**src/rtl/z80_bus_cycler.sv**
```systemverilog
// Z80 pin-level machine-cycle generator: runs one accepted bus request as a T-state sequence
// with automatic and external wait states, refresh addressing and zero-gap back-to-back issue.
module z80_bus_cycler #(
    parameter int ADDR_W    = 16,
    parameter int DATA_W    = 8,
    parameter int RFSH_W    = 7,
    parameter int MEM_WAIT  = 0,
    parameter int IO_WAIT   = 1,
    parameter int INTA_WAIT = 2
) (
    input  logic              clk,
    input  logic              reset,
    input  logic              req_valid,
    output logic              req_ready,
    input  logic [2:0]        req_type,
    input  logic [ADDR_W-1:0] req_addr,
    input  logic [DATA_W-1:0] req_wdata,
    input  logic [ADDR_W-9:0] i_reg,
    output logic              rsp_valid,
    output logic [DATA_W-1:0] rsp_rdata,
    output logic [ADDR_W-1:0] A,
    input  logic [DATA_W-1:0] D_in,
    output logic [DATA_W-1:0] D_out,
    output logic              D_oe,
    output logic              nM1,
    output logic              nMREQ,
    output logic              nIORQ,
    output logic              nRD,
    output logic              nWR,
    output logic              nRFSH,
    input  logic              nWAIT
);
    typedef enum logic [2:0] {S_IDLE, S_T1, S_T2, S_TW, S_T3, S_T4} state_t;

    state_t            r_state, w_nstate;
    logic [2:0]        r_type;
    logic [ADDR_W-1:0] r_addr;
    logic [DATA_W-1:0] r_wdata;
    logic [7:0]        r_wcnt;
    logic [RFSH_W-1:0] r_rfsh;
    logic              r_rsp;
    logic [DATA_W-1:0] r_rdata;
    logic [5:0]        r_strb, w_strb;   // {nM1, nMREQ, nIORQ, nRD, nWR, nRFSH}
    logic [ADDR_W-1:0] r_a, w_a;
    logic [DATA_W-1:0] r_dout, w_dout;
    logic              r_doe, w_doe;

    logic              w_fi, w_nfi, w_null, w_ready, w_acc, w_t1;
    logic [2:0]        w_ntype;
    logic [ADDR_W-1:0] w_naddr;
    logic [DATA_W-1:0] w_nwdata;
    logic [7:0]        w_rf8;

    function automatic logic [7:0] wait_of(input logic [2:0] t);
        case (t)
            3'd0, 3'd1, 3'd2: return 8'(MEM_WAIT);
            3'd3, 3'd4:       return 8'(IO_WAIT);
            3'd5:             return 8'(INTA_WAIT);
            default:          return 8'd0;
        endcase
    endfunction

    assign w_fi   = (r_type == 3'd0) || (r_type == 3'd5);
    assign w_null = req_type[2] & req_type[1];
    // A null accepted in a non-fetch T3 would collide with that cycle's response pulse.
    assign w_ready = (r_state == S_IDLE) || (r_state == S_T4) ||
                     ((r_state == S_T3) && !w_fi && !w_null);
    assign req_ready = !reset && w_ready;
    assign w_acc     = req_valid && req_ready;

    assign w_ntype  = w_acc ? req_type  : r_type;
    assign w_naddr  = w_acc ? req_addr  : r_addr;
    assign w_nwdata = w_acc ? req_wdata : r_wdata;
    assign w_nfi    = (w_ntype == 3'd0) || (w_ntype == 3'd5);
    assign w_rf8    = 8'(r_rfsh);
    assign w_t1     = (w_nstate == S_T1);

    always_ff @(posedge clk) begin
        if (reset) r_state <= S_IDLE;
        else       r_state <= w_nstate;
    end

    always_comb begin
        w_nstate = r_state;
        case (r_state)
            S_T1:       w_nstate = S_T2;
            S_T2, S_TW: w_nstate = (|r_wcnt || !nWAIT) ? S_TW : S_T3;
            default: begin
                if (w_acc)                       w_nstate = w_null ? S_IDLE : S_T1;
                else if (r_state == S_T3 && w_fi) w_nstate = S_T4;
                else                             w_nstate = S_IDLE;
            end
        endcase
    end

    // Pin values for the upcoming T-state; registered below so strobes never glitch.
    always_comb begin
        w_strb = 6'h3F;
        w_a    = r_a;
        w_dout = r_dout;
        w_doe  = 1'b0;
        if ((w_nstate == S_T3 || w_nstate == S_T4) && w_nfi) begin
            w_strb = 6'b101110;
            w_a    = {i_reg, w_rf8};
        end else if (w_nstate != S_IDLE) begin
            w_a = w_naddr;
            case (w_ntype)
                3'd0: w_strb = 6'b001011;
                3'd1: w_strb = 6'b101011;
                3'd2: begin
                    w_strb = {4'b1011, w_t1, 1'b1};
                    w_doe  = 1'b1;
                    w_dout = w_nwdata;
                end
                3'd3: w_strb = {2'b11, w_t1, w_t1, 2'b11};
                3'd4: begin
                    w_strb = {2'b11, w_t1, 1'b1, w_t1, 1'b1};
                    w_doe  = 1'b1;
                    w_dout = w_nwdata;
                end
                3'd5: w_strb = {2'b01, (w_nstate != S_TW), 3'b111};
                default: ;
            endcase
        end
    end

    always_ff @(posedge clk) begin
        if (reset) begin
            r_type  <= '0;
            r_addr  <= '0;
            r_wdata <= '0;
            r_wcnt  <= '0;
            r_rfsh  <= '0;
            r_rsp   <= 1'b0;
            r_rdata <= '0;
            r_strb  <= 6'h3F;
            r_a     <= '0;
            r_dout  <= '0;
            r_doe   <= 1'b0;
        end else begin
            r_strb <= w_strb;
            r_a    <= w_a;
            r_dout <= w_dout;
            r_doe  <= w_doe;
            r_rsp  <= 1'b0;
            if (w_acc) begin
                r_type  <= req_type;
                r_addr  <= req_addr;
                r_wdata <= req_wdata;
            end
            if (r_state == S_T1)
                r_wcnt <= wait_of(r_type);
            else if (w_nstate == S_TW && |r_wcnt)
                r_wcnt <= r_wcnt - 8'd1;
            if (r_state == S_T4)
                r_rfsh <= r_rfsh + 1'b1;
            if (w_fi && (r_state == S_T2 || r_state == S_TW) && w_nstate == S_T3) begin
                r_rdata <= D_in;
                r_rsp   <= 1'b1;
            end
            if (r_state == S_T3 && !w_fi) begin
                r_rsp <= 1'b1;
                if (r_type == 3'd1 || r_type == 3'd3) r_rdata <= D_in;
            end
            if (w_acc && w_null) begin
                r_rsp   <= 1'b1;
                r_rdata <= '1;
            end
        end
    end

    assign {nM1, nMREQ, nIORQ, nRD, nWR, nRFSH} = r_strb;
    assign A         = r_a;
    assign D_out     = r_dout;
    assign D_oe      = r_doe;
    assign rsp_valid = r_rsp;
    assign rsp_rdata = r_rdata;
endmodule

```
**config.mk**
```make
export PLATFORM = sky130hd
export DESIGN_NAME = z80_bus_cycler
export DESIGN_NICKNAME = d
export VERILOG_FILES = /design/src/rtl/z80_bus_cycler.sv
export SDC_FILE = /design/constraint.sdc
export NUM_CORES = 1
export LEC_CHECK = 0
export ABC_AREA = 1
export ABC_CLOCK_PERIOD_IN_PS = 4500
export CORE_MARGIN = 5
export CORE_UTILIZATION = 55
export CTS_BUF_LIST = sky130_fd_sc_hd__clkbuf_16
export DETAILED_ROUTE_END_ITERATION = 8
export DONT_BUFFER_PORTS = 1
export PLACE_DENSITY = 0.68
export SLEW_MARGIN = 0
export SYNTH_ARGS = -nofsm -noshare
export SYNTH_HDL_FRONTEND = slang
export SYNTH_SLANG_ARGS = --single-unit
```
**constraint.sdc**
```tcl
create_clock -name clk -period 4.5 [get_ports clk]
set_input_delay 0.45 -clock clk [delete_from_list [all_inputs] [get_ports clk]]
set_output_delay 0.45 -clock clk [all_outputs]
set_load 0.02 [all_outputs]
```
==> impl_metrics.tcl <==
set metrics [dict create \
    fp.dieW_um 93.6 \
    crit_fanout 31 \
    drt_iter0_markers 252 \
    synth_common_cells "nand2_1, dfxtp_1, inv_1, nand3_1, nor2_1" \
    cts.path.max_buffers 2 \
    power.share.combinational_pct 14.1 \
    seq_area_frac_synth_pct 44.2 \
    cp-start-kind "flop" \
    endpoint "r_strb[2]" \
    viasPerCell 5.13 \
    maxSlewHeadroom_pct 47.9 \
    reg2reg_depth 13 \
    firstDrtPassIters 5 \
    powerDensity_nw_per_um2 459 \
    cts-htree-levels 3 \
    grt_max_degree 38 \
    fmax_mhz 367 \
    start_util_pct 56.6 \
    fin_nets 582 \
    globalplace.congestion 0.827 \
    via_count 3246 \
    synth.area.top_cells "dfxtp_1, nand2_1, nand3_1" \
    fill_cells 623 \
    first_global_vias 3206 \
    peakVddDrop_mv 0.233 \
    p_int_mw 1.37 \
    skew_ps 5.44 \
    switching_share_pct 28.6 \
    ant_nets 0 \
    drcViolationCount 0 \
    finalSetupTns_ps 0 \
    dieArea_um2 8770 \
    grt_usage_pct 20.9 \
    area_growth_pct 8.33 \
    antennaDiodeCount 0 \
    place_area_um2 3850 \
    seq_power_share_pct 45.4 \
    critical_path_class "flop to flop" \
    wire_per_inst_um 13.8 \
    clockPowerShare_pct 40.5 \
    gr-total-overflow 0 \
    hold_viol 0 \
    r2r-end "r_strb[2]" \
    setup_viol 0 \
    crit_top_cell "nand2_4" \
    tightest_slew_ps 778 \
    numCtsBuffers 9 \
    wirelength_um 8730 \
    io_buffer_count 0 \
    status "finished, final reports clean" \
    power.switching_uw 546 \
    worstSetupStartpoint "r_state[2]" \
    r2r-start "r_state[2]" \
    synth_ff_type "dfxtp_1" \
    synth_nets 592 \
    worstPathRequired_ps 4720 \
    place.detailed.hpwl_um 6220 \
    fin_crit_sh_pct 60.5 \
    ctsHoldBuffers 0 \
    core_um2 6790 \
    yosysWarnings 0 \
    worst_path_max_delay_cell "dfxtp_1" \
    rsz0062_at_grt "no" \
    clock_latency_ps 330 \
    cts_sinks 85 \
    synth_cell_type_count 34 \
    antenna_found_initial 0 \
    syn_inst 542 \
    rrSetupSlack_ps 1780 \
    whs_path_depth 1 \
    pin_count 88 \
    yosys.area.top_type_share_pct 44.2 \
    cts_tree "done" \
    postCtsSetupBuffers 0 \
    die_height_um 93.6 \
    synth-edff-count 0 \
    async_reset_ff_share_pct 0 \
    synthesis.area_per_instance_um2 7.10 \
    drv_cap 0 \
    min_period_ps 2720 \
    path_clk_slew_ps 60 \
    cp-end-kind "flop" \
    hold_path.class "input port to flop" \
    synth_most_common_cell "nand2_1" \
    crit_path_max_incr_delay_ps 430 \
    drive_gt1_share_pct 9.12 \
    cts-root-buf "clkbuf_16" \
    leakage_nw 1.87 \
    synth-seq-cells 85 \
    synth_area_um2 3850 \
    finish.instance_area_um2 4170 \
    netlist.top_cell.by_area "dfxtp_1" \
    arrival_ps 2940 \
    rows 30 \
    crit_chain "inv_2 > nor2_1 > a21oi_2 > nand2_4 > nand3_4 > nand2_2 > nand2_1 > nand3_2 > nand2_4 > nand2_4 > nand2_2 > nor2_2 > nand2_1" \
    drv_slew 0 \
    grt_pass1_wl_um 14800 \
    cts_resized 0 \
]
==> kinds of logic (layout without fill, tap and decap cells) <==
group / count (synthesis) / in the layout / synth area share, %
AND/OR/NAND/NOR: 310 / 310 / 36.7
flip-flops: 85 / 85 / 44.2
buffers and inverters: 83 / 78 / 9.24
AO/OA/AOI/OAI: 61 / 61 / 8.85
adder cells (fa/ha/maj): 3 / 3 / 0.976
==> critical path: cells and delay by family (launching register included) <==
family / cells / cell delay [ps]
and+or+nand+nor: 11 / 1980
buffers and inverters: 1 / 90
DFF: 1 / 430
AOI/OAI and AO/OA: 1 / 100
==> flip-flops by register name, indices dropped and copies added, names as in the netlist, 3 cells and up <==
register and flops:
A 16, r_addr 16, D_out 8, r_wcnt 8
r_wdata 8, rsp_rdata 8, r_rfsh 7, r_strb 6
r_state 3, r_type 3
==> worst min-delay path by stage <==
stage | from | endpoint
final | reset | r_addr[1]
after global routing | reset | r_addr[2]
after CTS | reset | r_addr[1]
after detailed placement | r_addr[1] | r_addr[1]
after global placement | r_rfsh[6] | r_rfsh[6]
after floorplan | r_wcnt[7] | r_wcnt[7]
==> metal layers <==
| metal | routed length [µm] | GRT usage [%] |
|---|---|---|
| met4 | 107 | 8.06 |
| met3 | 626 | 6.68 |
| met2 | 4240 | 35.1 |
| met5 | 0 | 0 |
| met1 | 3760 | 24.9 |
==> cells in the final DEF (no fill, tap or decap), types with 5 or more instances in the layout <==
cell type	netlist	routed
a21oi_1	30	30
clkbuf_16	0	9
dfxtp_1	85	85
inv_1	57	58
nand2_1	173	173
nand2_2	10	10
nand3_1	46	46
nand4_1	18	18
nor2_1	37	37
o21ai_0	16	16
or2_2	5	5
==> per-stage QoR <==
stage | power, mW | utilization, % | setup slack (ps) | hold WS, ps | instances
after floorplan | 1.11 | - | 2520 | 439 | 542
after global placement | 1.15 | 56.7 | 1900 | 451 | 617
after detailed placement | 1.15 | 56.7 | 1790 | 456 | 617
after CTS | 1.93 | 61.3 | 1750 | 179 | 633
after global routing | 2.01 | 61.3 | 1420 | 171 | 633
final | 1.91 | 61.3 | 1780 | 182 | 633
==> power groups by stage <==
stage / clock network, mW / registers [mW] / logic (mW)
floorplan: 0 / 0.876 / 0.236
global placement: 0 / 0.884 / 0.262
detailed placement: 0 / 0.886 / 0.269
CTS: 0.787 / 0.869 / 0.271
global route: 0.825 / 0.874 / 0.311
finish: 0.774 / 0.868 / 0.270
==> area by class of cell <==
class / count / area [µm²] / area share [%]
Tap cell: 96 / 120 / 2.88
Inverter: 61 / 231 / 5.55
Multi-Input combinational cell: 374 / 1790 / 43.0
Clock inverter: 7 / 91.3 / 2.19
Timing Repair Buffer: 1 / 7.51 / 0.180
Clock buffer: 9 / 225 / 5.40
Sequential cell: 85 / 1700 / 40.8
(Power assumes the default switching activity.)
